**config.mk**
```make
export PLATFORM = sky130hd
export DESIGN_NAME = dout_uart_tx
export DESIGN_NICKNAME = d
export VERILOG_FILES = /design/src/rtl/dout_uart_tx.sv
export SDC_FILE = /design/constraint.sdc
export NUM_CORES = 1
export LEC_CHECK = 0
export ABC_AREA = 1
export CAP_MARGIN = 0
export CORE_MARGIN = 10
export CORE_UTILIZATION = 60
export CTS_CLUSTER_DIAMETER = 150
export CTS_CLUSTER_SIZE = 40
export DETAILED_ROUTE_END_ITERATION = 8
export HOLD_SLACK_MARGIN = 0.1
export MAX_ROUTING_LAYER = met4
export PLACE_DENSITY_LB_ADDON = 0.3
export SYNTH_ARGS = -nofsm -noshare
export SYNTH_HDL_FRONTEND = slang
export SYNTH_SLANG_ARGS = --single-unit
```
**constraint.sdc**
```tcl
create_clock -name Clock -period 2.95 [get_ports Clock]
set_clock_uncertainty 0.15 [all_clocks]
set_input_delay 0.4425 -clock Clock [delete_from_list [all_inputs] [get_ports Clock]]
set_output_delay 0.4425 -clock Clock [all_outputs]
set_load 0.05 [all_outputs]
```
**src/rtl/dout_uart_tx.sv**
```systemverilog
// Drains bytes written by the CPU on Dout/Dval through a small FIFO and sends each as a UART frame on Tx.
// Optional even-parity bit between data and stop bits when DOUT_UART_TX_PARITY_EN is defined.
module dout_uart_tx #(
  parameter int unsigned CLKS_PER_BIT = 434,
  parameter int unsigned FIFO_DEPTH   = 16,
  parameter int unsigned STOP_BITS    = 1
) (
  input  logic                          Clock,
  input  logic                          Reset,
  input  logic [7:0]                    Dout,
  input  logic                          Dval,
  output logic                          Tx,
  output logic                          Busy,
  output logic                          Full,
  output logic                          Overflow,
  output logic [$clog2(FIFO_DEPTH):0]   Count
);

  localparam int unsigned AW        = $clog2(FIFO_DEPTH);
  localparam int unsigned CW        = AW + 1;
  localparam int unsigned STOP_CLKS = STOP_BITS * CLKS_PER_BIT;
  localparam int unsigned BW        = $clog2(STOP_CLKS + 1);

`ifdef DOUT_UART_TX_PARITY_EN
  typedef enum logic [2:0] {S_IDLE, S_START, S_DATA, S_PARITY, S_STOP} state_t;
`else
  typedef enum logic [1:0] {S_IDLE, S_START, S_DATA, S_STOP} state_t;
`endif

  state_t          state_q, state_d;
  logic [BW-1:0]   baud_q, baud_d;
  logic [2:0]      bit_q, bit_d;
  logic [7:0]      shift_q, shift_d;
  logic [AW-1:0]   wr_ptr_q, wr_ptr_d, rd_ptr_q, rd_ptr_d;
  logic [CW-1:0]   count_d;
  logic            tx_d, busy_d, full_d, ovf_d;
  logic            dval_q;
  logic [7:0]      last_q;
  logic            capture, push, pop;
  logic [7:0]      head;
  logic [7:0]      mem [FIFO_DEPTH];
`ifdef DOUT_UART_TX_PARITY_EN
  logic            par_q, par_d;
`endif

  assign head = mem[rd_ptr_q];

  // Storage array has no reset; entries are only read once written.
  always_ff @(posedge Clock) begin
    if (push) mem[wr_ptr_q] <= Dout;
  end

  always_ff @(posedge Clock) begin
    if (Reset) begin
      state_q  <= S_IDLE;
      baud_q   <= '0;
      bit_q    <= '0;
      shift_q  <= '0;
      wr_ptr_q <= '0;
      rd_ptr_q <= '0;
      Count    <= '0;
      Tx       <= 1'b1;
      Busy     <= 1'b0;
      Full     <= 1'b0;
      Overflow <= 1'b0;
      dval_q   <= 1'b0;
      last_q   <= 8'h00;
`ifdef DOUT_UART_TX_PARITY_EN
      par_q    <= 1'b0;
`endif
    end else begin
      state_q  <= state_d;
      baud_q   <= baud_d;
      bit_q    <= bit_d;
      shift_q  <= shift_d;
      wr_ptr_q <= wr_ptr_d;
      rd_ptr_q <= rd_ptr_d;
      Count    <= count_d;
      Tx       <= tx_d;
      Busy     <= busy_d;
      Full     <= full_d;
      Overflow <= ovf_d;
      dval_q   <= Dval;
      if (capture) last_q <= Dout;
`ifdef DOUT_UART_TX_PARITY_EN
      par_q    <= par_d;
`endif
    end
  end

  // Next-state, FIFO bookkeeping and registered output values.
  always_comb begin
    state_d = state_q;
    baud_d  = baud_q;
    bit_d   = bit_q;
    shift_d = shift_q;
    pop     = 1'b0;
`ifdef DOUT_UART_TX_PARITY_EN
    par_d   = par_q;
`endif

    capture = Dval && (!dval_q || (Dout != last_q));
    push    = capture && !Full;

    case (state_q)
      S_IDLE: begin
        if (Count != '0) begin
          pop     = 1'b1;
          shift_d = head;
          baud_d  = '0;
          bit_d   = '0;
          state_d = S_START;
`ifdef DOUT_UART_TX_PARITY_EN
          par_d   = ^head;
`endif
        end
      end
      S_START: begin
        if (baud_q == BW'(CLKS_PER_BIT - 1)) begin
          baud_d  = '0;
          state_d = S_DATA;
        end else begin
          baud_d = baud_q + BW'(1);
        end
      end
      S_DATA: begin
        if (baud_q == BW'(CLKS_PER_BIT - 1)) begin
          baud_d  = '0;
          shift_d = {1'b0, shift_q[7:1]};
          if (bit_q == 3'd7) begin
`ifdef DOUT_UART_TX_PARITY_EN
            state_d = S_PARITY;
`else
            state_d = S_STOP;
`endif
          end else begin
            bit_d = bit_q + 3'd1;
          end
        end else begin
          baud_d = baud_q + BW'(1);
        end
      end
`ifdef DOUT_UART_TX_PARITY_EN
      S_PARITY: begin
        if (baud_q == BW'(CLKS_PER_BIT - 1)) begin
          baud_d  = '0;
          state_d = S_STOP;
        end else begin
          baud_d = baud_q + BW'(1);
        end
      end
`endif
      S_STOP: begin
        if (baud_q == BW'(STOP_CLKS - 1)) begin
          baud_d  = '0;
          state_d = S_IDLE;
        end else begin
          baud_d = baud_q + BW'(1);
        end
      end
      default: state_d = S_IDLE;
    endcase

    wr_ptr_d = push ? wr_ptr_q + AW'(1) : wr_ptr_q;
    rd_ptr_d = pop  ? rd_ptr_q + AW'(1) : rd_ptr_q;
    count_d  = Count;
    if (push && !pop)      count_d = Count + CW'(1);
    else if (!push && pop) count_d = Count - CW'(1);

    ovf_d  = Overflow || (capture && Full);
    full_d = (count_d == CW'(FIFO_DEPTH));
    busy_d = (state_d != S_IDLE) || (count_d != '0);

    case (state_d)
      S_START:  tx_d = 1'b0;
      S_DATA:   tx_d = shift_d[0];
`ifdef DOUT_UART_TX_PARITY_EN
      S_PARITY: tx_d = par_d;
`endif
      default:  tx_d = 1'b1;
    endcase
  end

endmodule
```
==> summary.txt, run 1 <==
Place
  • Routability cong.: 0.923
  • PortBufs: 19
  • Post-DP HPWL: 12.4 mm

Yosys
  • Syn Area/Cell: 10.3 sq um
  • Syn. warnings: 0
  • Async SR Flop Fraction: 0%
  • Post-synth design cell area: 7590 sq um
  • Distinct cell type count after synthesis: 36
  • Post-Syn Nets: 762
  • Most common flop cell mapped by yosys: edfxtp_1
  • Synthesis-stage register bit count: 180
  • Post-synth EDFFs: 128
  • Syn Inst Count: 739
  • Post-synthesis sequential area ratio: 64.3%

Die
  • Die Footprint: 17600 sq um
  • Chip width: 132 um
  • FP Rows: 41
  • Initial core utilization: 60.6%
  • Core region area: 12500 sq um
  • Die Y-Extent: 132 um
  • Number of I/O pins: 20

Clocking
  • Worst-Skew Late Latency: 0.43 ns
  • Clk Tree Root Cell: clkbuf_16
  • Cts bufs inserted: 17
  • Setup bufs post-CTS: 0
  • Clk buf depth: 2
  • H-tree levels: 4
  • Quantity of gates resized following cts: 0
  • CTS Sinks: 180
  • CTS tree: built
  • CTS clk-pin slew, worst paths: 0.06 ns
  • Cts hold-fix bufs: 0

Worst hold path
  • WHS Path Cells: 1
  • Min-delay worst type: reg -> reg

Timing
  • # setup viols final: 0
  • Slew Viols, Final: 0
  • Fmax: 424 MHz
  • RSZ-0062 raised after global routing: false
  • Setup TNS: 0 ns
  • Max-slew headroom: 41.8%
  • Final Hold Viols: 0
  • Worst Tran Pin Value: 0.873 ns
  • Final period utilization: 80.0%
  • Period minus WS final: 2.36 ns

GRT
  • First-pass GRT wire length: 28.9 mm
  • GRT overflow: 0
  • Antenna violations before repair: 0
  • Largest net degree at the start of global routing: 65
  • Vias in the first global route: 5434
  • GRT Total Usage: 21.5%

Setup path
  • CP delay by family, top: compound AO/OA/AOI/OAI gates
  • Buf/Inv on CP: 1
  • Max incr delay on CP: 0.63 ns
  • CP Depth: 9
  • Crit-path slowest cell: inv_1
  • CP Data Arrival Time: 2.58 ns
  • FF-to-FF path depth: 9
  • CP Capture Type: flop
  • Worst setup SP type: flop
  • Setup Crit Path Kind: reg -> reg
  • Worst-path cell chain: inv_1, o21ai_0, o22ai_1, nor2_1, o22ai_1, nand2_1, nand3_1, nand2_1, nand2_1
  • CP Data Required Time: 3.17 ns
  • Max Fanout on Critical Path: 32
  • Cell mode on critical path: nand2_1

Finish
  • N_diodes: 0
  • Share of cells above drive strength 1: 10.4%
  • Util after Layout: 70.0%
  • Fillers: 935
  • Synth-to-Final Area Change: 15.3%
  • Final net count: 802

Run
  • Maxcap violations: 0

Route
  • Iteration-0 DRC Markers: 620
  • Avg WL per Cell: 19.1 um
  • Total number of vias: 5648
  • ANT nets after route: 0
  • Vias per inst: 5.86
  • DR pass1 iterations: 7
  • Final WL: 18.4 mm
  • DRC Markers: 0

Power
  • Static Leakage: 3.17 nW
  • PD cells: 893 nW/um^2
  • VDD IR max: 0.834 mV

Run status
  • Status: complete, no violations
-- synth_stat cells, types with 12 or more instances --
cell type / n / area [sq um]
edfxtp_1: 128 / 3840
nor2_1: 121 / 454
nand2_1: 108 / 405
o21ai_0: 90 / 450
dfxtp_1: 52 / 1040
inv_1: 50 / 188
a21oi_1: 30 / 150
nand3_1: 30 / 150
clkbuf_1: 22 / 82.6
o221ai_1: 17 / 149
o22ai_1: 17 / 106
ha_1: 12 / 150
-- logic make-up after synthesis --
logic type	synth area share, %
buf+inv	4.55
compound gates	13.1
simple gates	15.3
fa+ha+maj	1.98
xor+xnor	0.808
flops	64.3
-- area by class of cell --
class                   count  area (sq um)  share of cell area, %
clock buffers              18           429                   4.90
flip-flops and latches    180          4890                   55.8
well taps                 172           215                   2.46
repair buffers             50           435                   4.97
multi-input cells         470          2360                   27.0
clock inverters            14           201                   2.30
inverters                  60           228                   2.60
-- per-layer routing --
layer / GRT usage, % / up-vias / share of wire, %
met5: - / - / 0
met4: 8.99 / 0 / 3.1
met3: 4.09 / 46 / 7.5
met2: 34.3 / 251 / 48
met1: 26.4 / 2688 / 41
li1: - / 2663 / -
-- report_power, final --
group / total (mW) / switching [mW] / internal, mW
Combinational: 2.36 / 1.66 / 0.702
Clock: 2.39 / 0.960 / 1.43
Sequential: 3.07 / 0.144 / 2.92
Total: 7.82 / 2.77 / 5.05
-- path summary, 6_finish.rpt --
path,start,endpoint,slack (ns)
max,flop,Tx,0.59
min,Overflow,Overflow,0.32
max reg2reg,flop,Tx,0.59
min reg2reg,Overflow,Overflow,0.32
-- worst reg2reg max path: cells and delay by family (launching register included) --
kind	cells	cell delay, ns
and+or+nand+nor	5	0.39
AOI/OAI and AO/OA	3	0.80
buffers and inverters	1	0.63
DFF	1	0.33
-- layout by cell type (no fill, tap or decap), drive strengths merged --
cell / count
clkinv: 8
xnor2: 3
xor2: 4
bufinv: 4
buf: 31
nor4: 3
o221ai: 17
nor2b: 1
inv: 61
nor3: 3
a221oi: 1
o21ai: 94
nand4: 4
o21a: 1
a21oi: 31
dfxtp: 52
nand2: 110
clkinvlp: 1
clkbuf: 18
o22ai: 17
a22o: 1
ha: 12
clkdlybuf4s50: 19
a211oi: 3
nand3: 34
edfxtp: 128
a2111oi: 1
nor2: 123
a31oi: 7
-- through the flow --
| step | std cells | worst slack (ns) | hold WS, ns | power, mW | area (sq um) |
|---|---|---|---|---|---|
| after floorplan | 739 | 0.701 | 0.286 | 4.74 | 7590 |
| after global placement | 932 | 0.256 | 0.304 | 5.37 | 8130 |
| after detailed placement | 932 | 0.233 | 0.308 | 5.44 | 8130 |
| after CTS | 964 | 0.597 | 0.327 | 7.81 | 8760 |
| after global routing | 964 | 0.362 | 0.351 | 8.19 | 8760 |
| final | 964 | 0.590 | 0.319 | 7.82 | 8760 |
-- sequential cells by signal (all words and copies together), names as in the netlist, named ones only --
signal,cells
state_q,2
shift_q,8
bit_q,3
Full,1
rd_ptr_q,4
last_q,8
Tx,1
wr_ptr_q,4
Count,5
baud_q,9
Overflow,1
mem,128
dval_q,1
Busy,1
No activity file was read; power rests on OpenSTA's default activity.
==> run 2: changes to the inputs <==
==> constraint.sdc (replaced) <==
create_clock -name Clock -period 2.2 [get_ports Clock]
set_clock_uncertainty 0.15 [all_clocks]
set_input_delay 0.33 -clock Clock [delete_from_list [all_inputs] [get_ports Clock]]
set_output_delay 0.33 -clock Clock [all_outputs]
set_load 0.05 [all_outputs]
==> run 2 against run 1 <==
Compared with the run above: wire length hardly changed; count of clock-buffer cells in the layout is 1 higher; register-to-register slack worse by 0.41 ns; critical path depth is 8 lower; die area stayed put; final cell count is 2.8% higher; flip-flop and latch count stayed put; global-route usage is 0.74 points higher; setup slack worse by 0.56 ns; sequential power is 33% higher.
==> summary.txt, run 2 (synthesis results as in run 1) <==
Timing
  • Final Hold Viols: 0 (unchanged)
  • Final period utilization: 98.5%
  • Max-slew headroom: 62.4% (+21 points)
  • # setup viols final: 0 (unchanged)
  • RSZ-0062 raised after global routing: true
  • Setup TNS: 0 ns (unchanged)
  • Fmax: 462 MHz
  • Worst Tran Pin Value: 0.563 ns (-0.310 ns)
  • Period minus WS final: 2.17 ns
  • Slew Viols, Final: 0 (unchanged)

GRT
  • GRT overflow: 0 (unchanged)
  • Antenna violations before repair: 0 (unchanged)
  • GRT Total Usage: 22.2% (+0.74 points)
  • Largest net degree at the start of global routing: 65 (unchanged)
  • First-pass GRT wire length: 29.8 mm (+3.1%)
  • Vias in the first global route: 5662 (+4.2%)

Worst hold path
  • Hold path startpoint: shift_q[7]
  • Min-delay worst type: reg -> reg
  • WHS Path Cells: 2 (+1)
  • Worst Hold End: shift_q[7]

Clocking
  • Setup bufs post-CTS: 0 (unchanged)
  • Clk Tree Root Cell: clkbuf_16
  • Clk buf depth: 2 (unchanged)
  • CTS Sinks: 180 (unchanged)
  • CTS clk-pin slew, worst paths: 0.06 ns (about the same)
  • CTS tree: built
  • Cts bufs inserted: 17 (unchanged)
  • H-tree levels: 4 (unchanged)
  • Worst-Skew Late Latency: 0.43 ns (about the same)

Finish
  • Final net count: 830 (+3.5%)
  • Synth-to-Final Area Change: 18.2%
  • Largest Register: mem
  • Share of cells above drive strength 1: 13.3% (+3.0 points)
  • Commonest non-fill, non-tap cell in the layout: edfxtp_1
  • Fillers: 929 (-0.64%)
  • Most frequent cells in the layout: edfxtp_1, nor2_1, nand2_1, o21ai_0, buf_4
  • Util after Layout: 71.7% (+1.7 points)
  • Top flop regs: mem: 128 flops, baud_q: 9 flops
  • Max FFs per register: 128 (unchanged)
  • N_diodes: 0 (unchanged)

Die
  • Chip width: 132 um (unchanged)
  • Core region area: 12500 sq um (unchanged)
  • Die Y-Extent: 132 um (unchanged)
  • Number of I/O pins: 20 (unchanged)
  • Die Footprint: 17600 sq um (unchanged)
  • FP Rows: 41 (unchanged)
  • Initial core utilization: 60.6% (unchanged)

Route
  • Iteration-0 DRC Markers: 637 (+2.7%)
  • Routed wl met3: 1.28 mm (-7.5%)
  • Met2 routed WL: 8.75 mm (-1.0%)
  • DRC Markers: 0 (unchanged)
  • Total number of vias: 5756 (+1.9%)
  • Vias per inst: 5.81 (-0.86%)
  • Final WL: 18.4 mm (about the same)
  • DR pass1 iterations: 5 (-2)
  • ANT nets after route: 0 (unchanged)
  • Top sig layer: met4
  • Avg WL per Cell: 18.6 um (-2.7%)
  • Metal-1 WL: 7.71 mm (+1.4%)

Power
  • PD cells: 1190 nW/um^2 (+33%)
  • Static Leakage: 3.34 nW (+5.3%)
  • VDD IR max: 1.10 mV (+32%)

Setup path
  • Reg-to-reg setup timing slack: 0.18 ns (-0.41 ns)
  • Worst setup SP type: flop
  • Max incr delay on CP: 0.84 ns (+0.21 ns)
  • CP delay by family, top: buffers and inverters
  • CP Data Arrival Time: 1.69 ns (-0.89 ns)
  • Crit-path slowest cell: clkdlybuf4s50_1
  • CP Depth: 1 (-8)
  • Setup Crit Path Kind: reg -> out
  • Reg2reg start: Count[0]
  • CP Data Required Time: 1.72 ns (-1.45 ns)
  • Buf/Inv on CP: 1 (unchanged)
  • RR Endpoint: Busy
  • Worst-path cell chain: clkdlybuf4s50_1
  • CP Capture Type: output pin
  • Max Fanout on Critical Path: 4 (-88%)
  • FF-to-FF path depth: 12 (+3)

Run
  • Maxcap violations: 0 (unchanged)

Place
  • Post-DP HPWL: 12.4 mm (about the same)
  • Routability cong.: 0.875 (-5.2%)
  • PortBufs: 19 (unchanged)

Run status
  • Status: complete, no violations
[run 2: changes by cell type in the layout (fill, tap and decap cells not counted), moves of 2 or more]
cell / before / now
dfxtp_2: 1 / 3
buf_4: 30 / 54
clkdlybuf4s50_1: 19 / 13
clkinv_1: 2 / 4
clkinv_4: 4 / 1
buf_12: 1 / 5
dlygate4sd2_1: 0 / 2
inv_6: 2 / 0
dfxtp_1: 51 / 49
clkinv_2: 2 / 4
dlymetal6s2s_1: 0 / 4
[run 2: worst reg2reg max path, delay by kind of cell, from the launching register on]
kind | cells | cell delay, ns
and+or+nand+nor | 9 | 0.94
buffers and inverters | 2 | 0.33
DFF | 1 | 0.32
adders and majority gates | 1 | 0.19
[run 2: layout make-up]
class	instances	area, sq um	area share (%)
Timing Repair Buffer	78	703	7.84
Inverter	60	228	2.54
Clock inverter	12	139	1.55
Multi-Input combinational cell	470	2360	26.3
Sequential cell	180	4890	54.5
Tap cell	172	215	2.40
Clock buffer	19	433	4.83
[run 2: worst max path at each step]
stage,startpoint,to,slack (ns)
after global placement,Dout[6],mem[12][5],-0.31
final,Count[4],Count[4],0.03
after detailed placement,Dout[0],mem[0][5],-0.36
after floorplan,Count[0],Busy,0.17
after CTS,Count[4],Count[4],0.02
after global routing,Dout[1],mem[10][4],-0.005
[run 2: repair_timing]
| item | CTS | global route |
|---|---|---|
| hold buffers | 0 | 0 |
| cloned | 0 | 0 |
| endpoints found under the setup margin | 2 | 85 |
| resized for setup | 2 | 5 |
[run 2: report_power, final]
group          internal (mW)  leakage (nW)  switching, mW
clock                   1.76         0.277           1.19
sequential              3.92          1.58          0.168
combinational           1.23          1.48           2.37
total                   6.91          3.34           3.73
[run 2: per-layer routing]
| layer | track usage [%] | vias up |
|---|---|---|
| met4 | 10.3 | 0 |
| li1 | - | 2724 |
| met1 | 27.3 | 2713 |
| met3 | 4.47 | 45 |
| met2 | 34.9 | 274 |
| met5 | - | - |
[run 2: metrics by stage]
stage	power, mW	hold slack, ns	std cells	cell area (sq um)	worst slack [ns]
after floorplan	6.36	0.279	739	7590	0.171
after global placement	7.60	0.304	960	8390	-0.308
after detailed placement	7.70	0.307	960	8390	-0.356
after CTS	10.6	0.322	991	8960	0.0182
after global routing	11.2	0.339	991	8970	-0.00486
final	10.6	0.320	991	8970	0.0338
==> run 3: changes to the inputs <==
--- a/config.mk
+++ b/config.mk
@@ -6,7 +6,6 @@
 export NUM_CORES = 1
 export LEC_CHECK = 0
 export ABC_AREA = 1
-export CAP_MARGIN = 0
 export CORE_MARGIN = 10
 export CORE_UTILIZATION = 60
 export CTS_CLUSTER_DIAMETER = 150
==> results of run 3 <==
The final DEF is identical to that of run 2; final timing and power are the same.
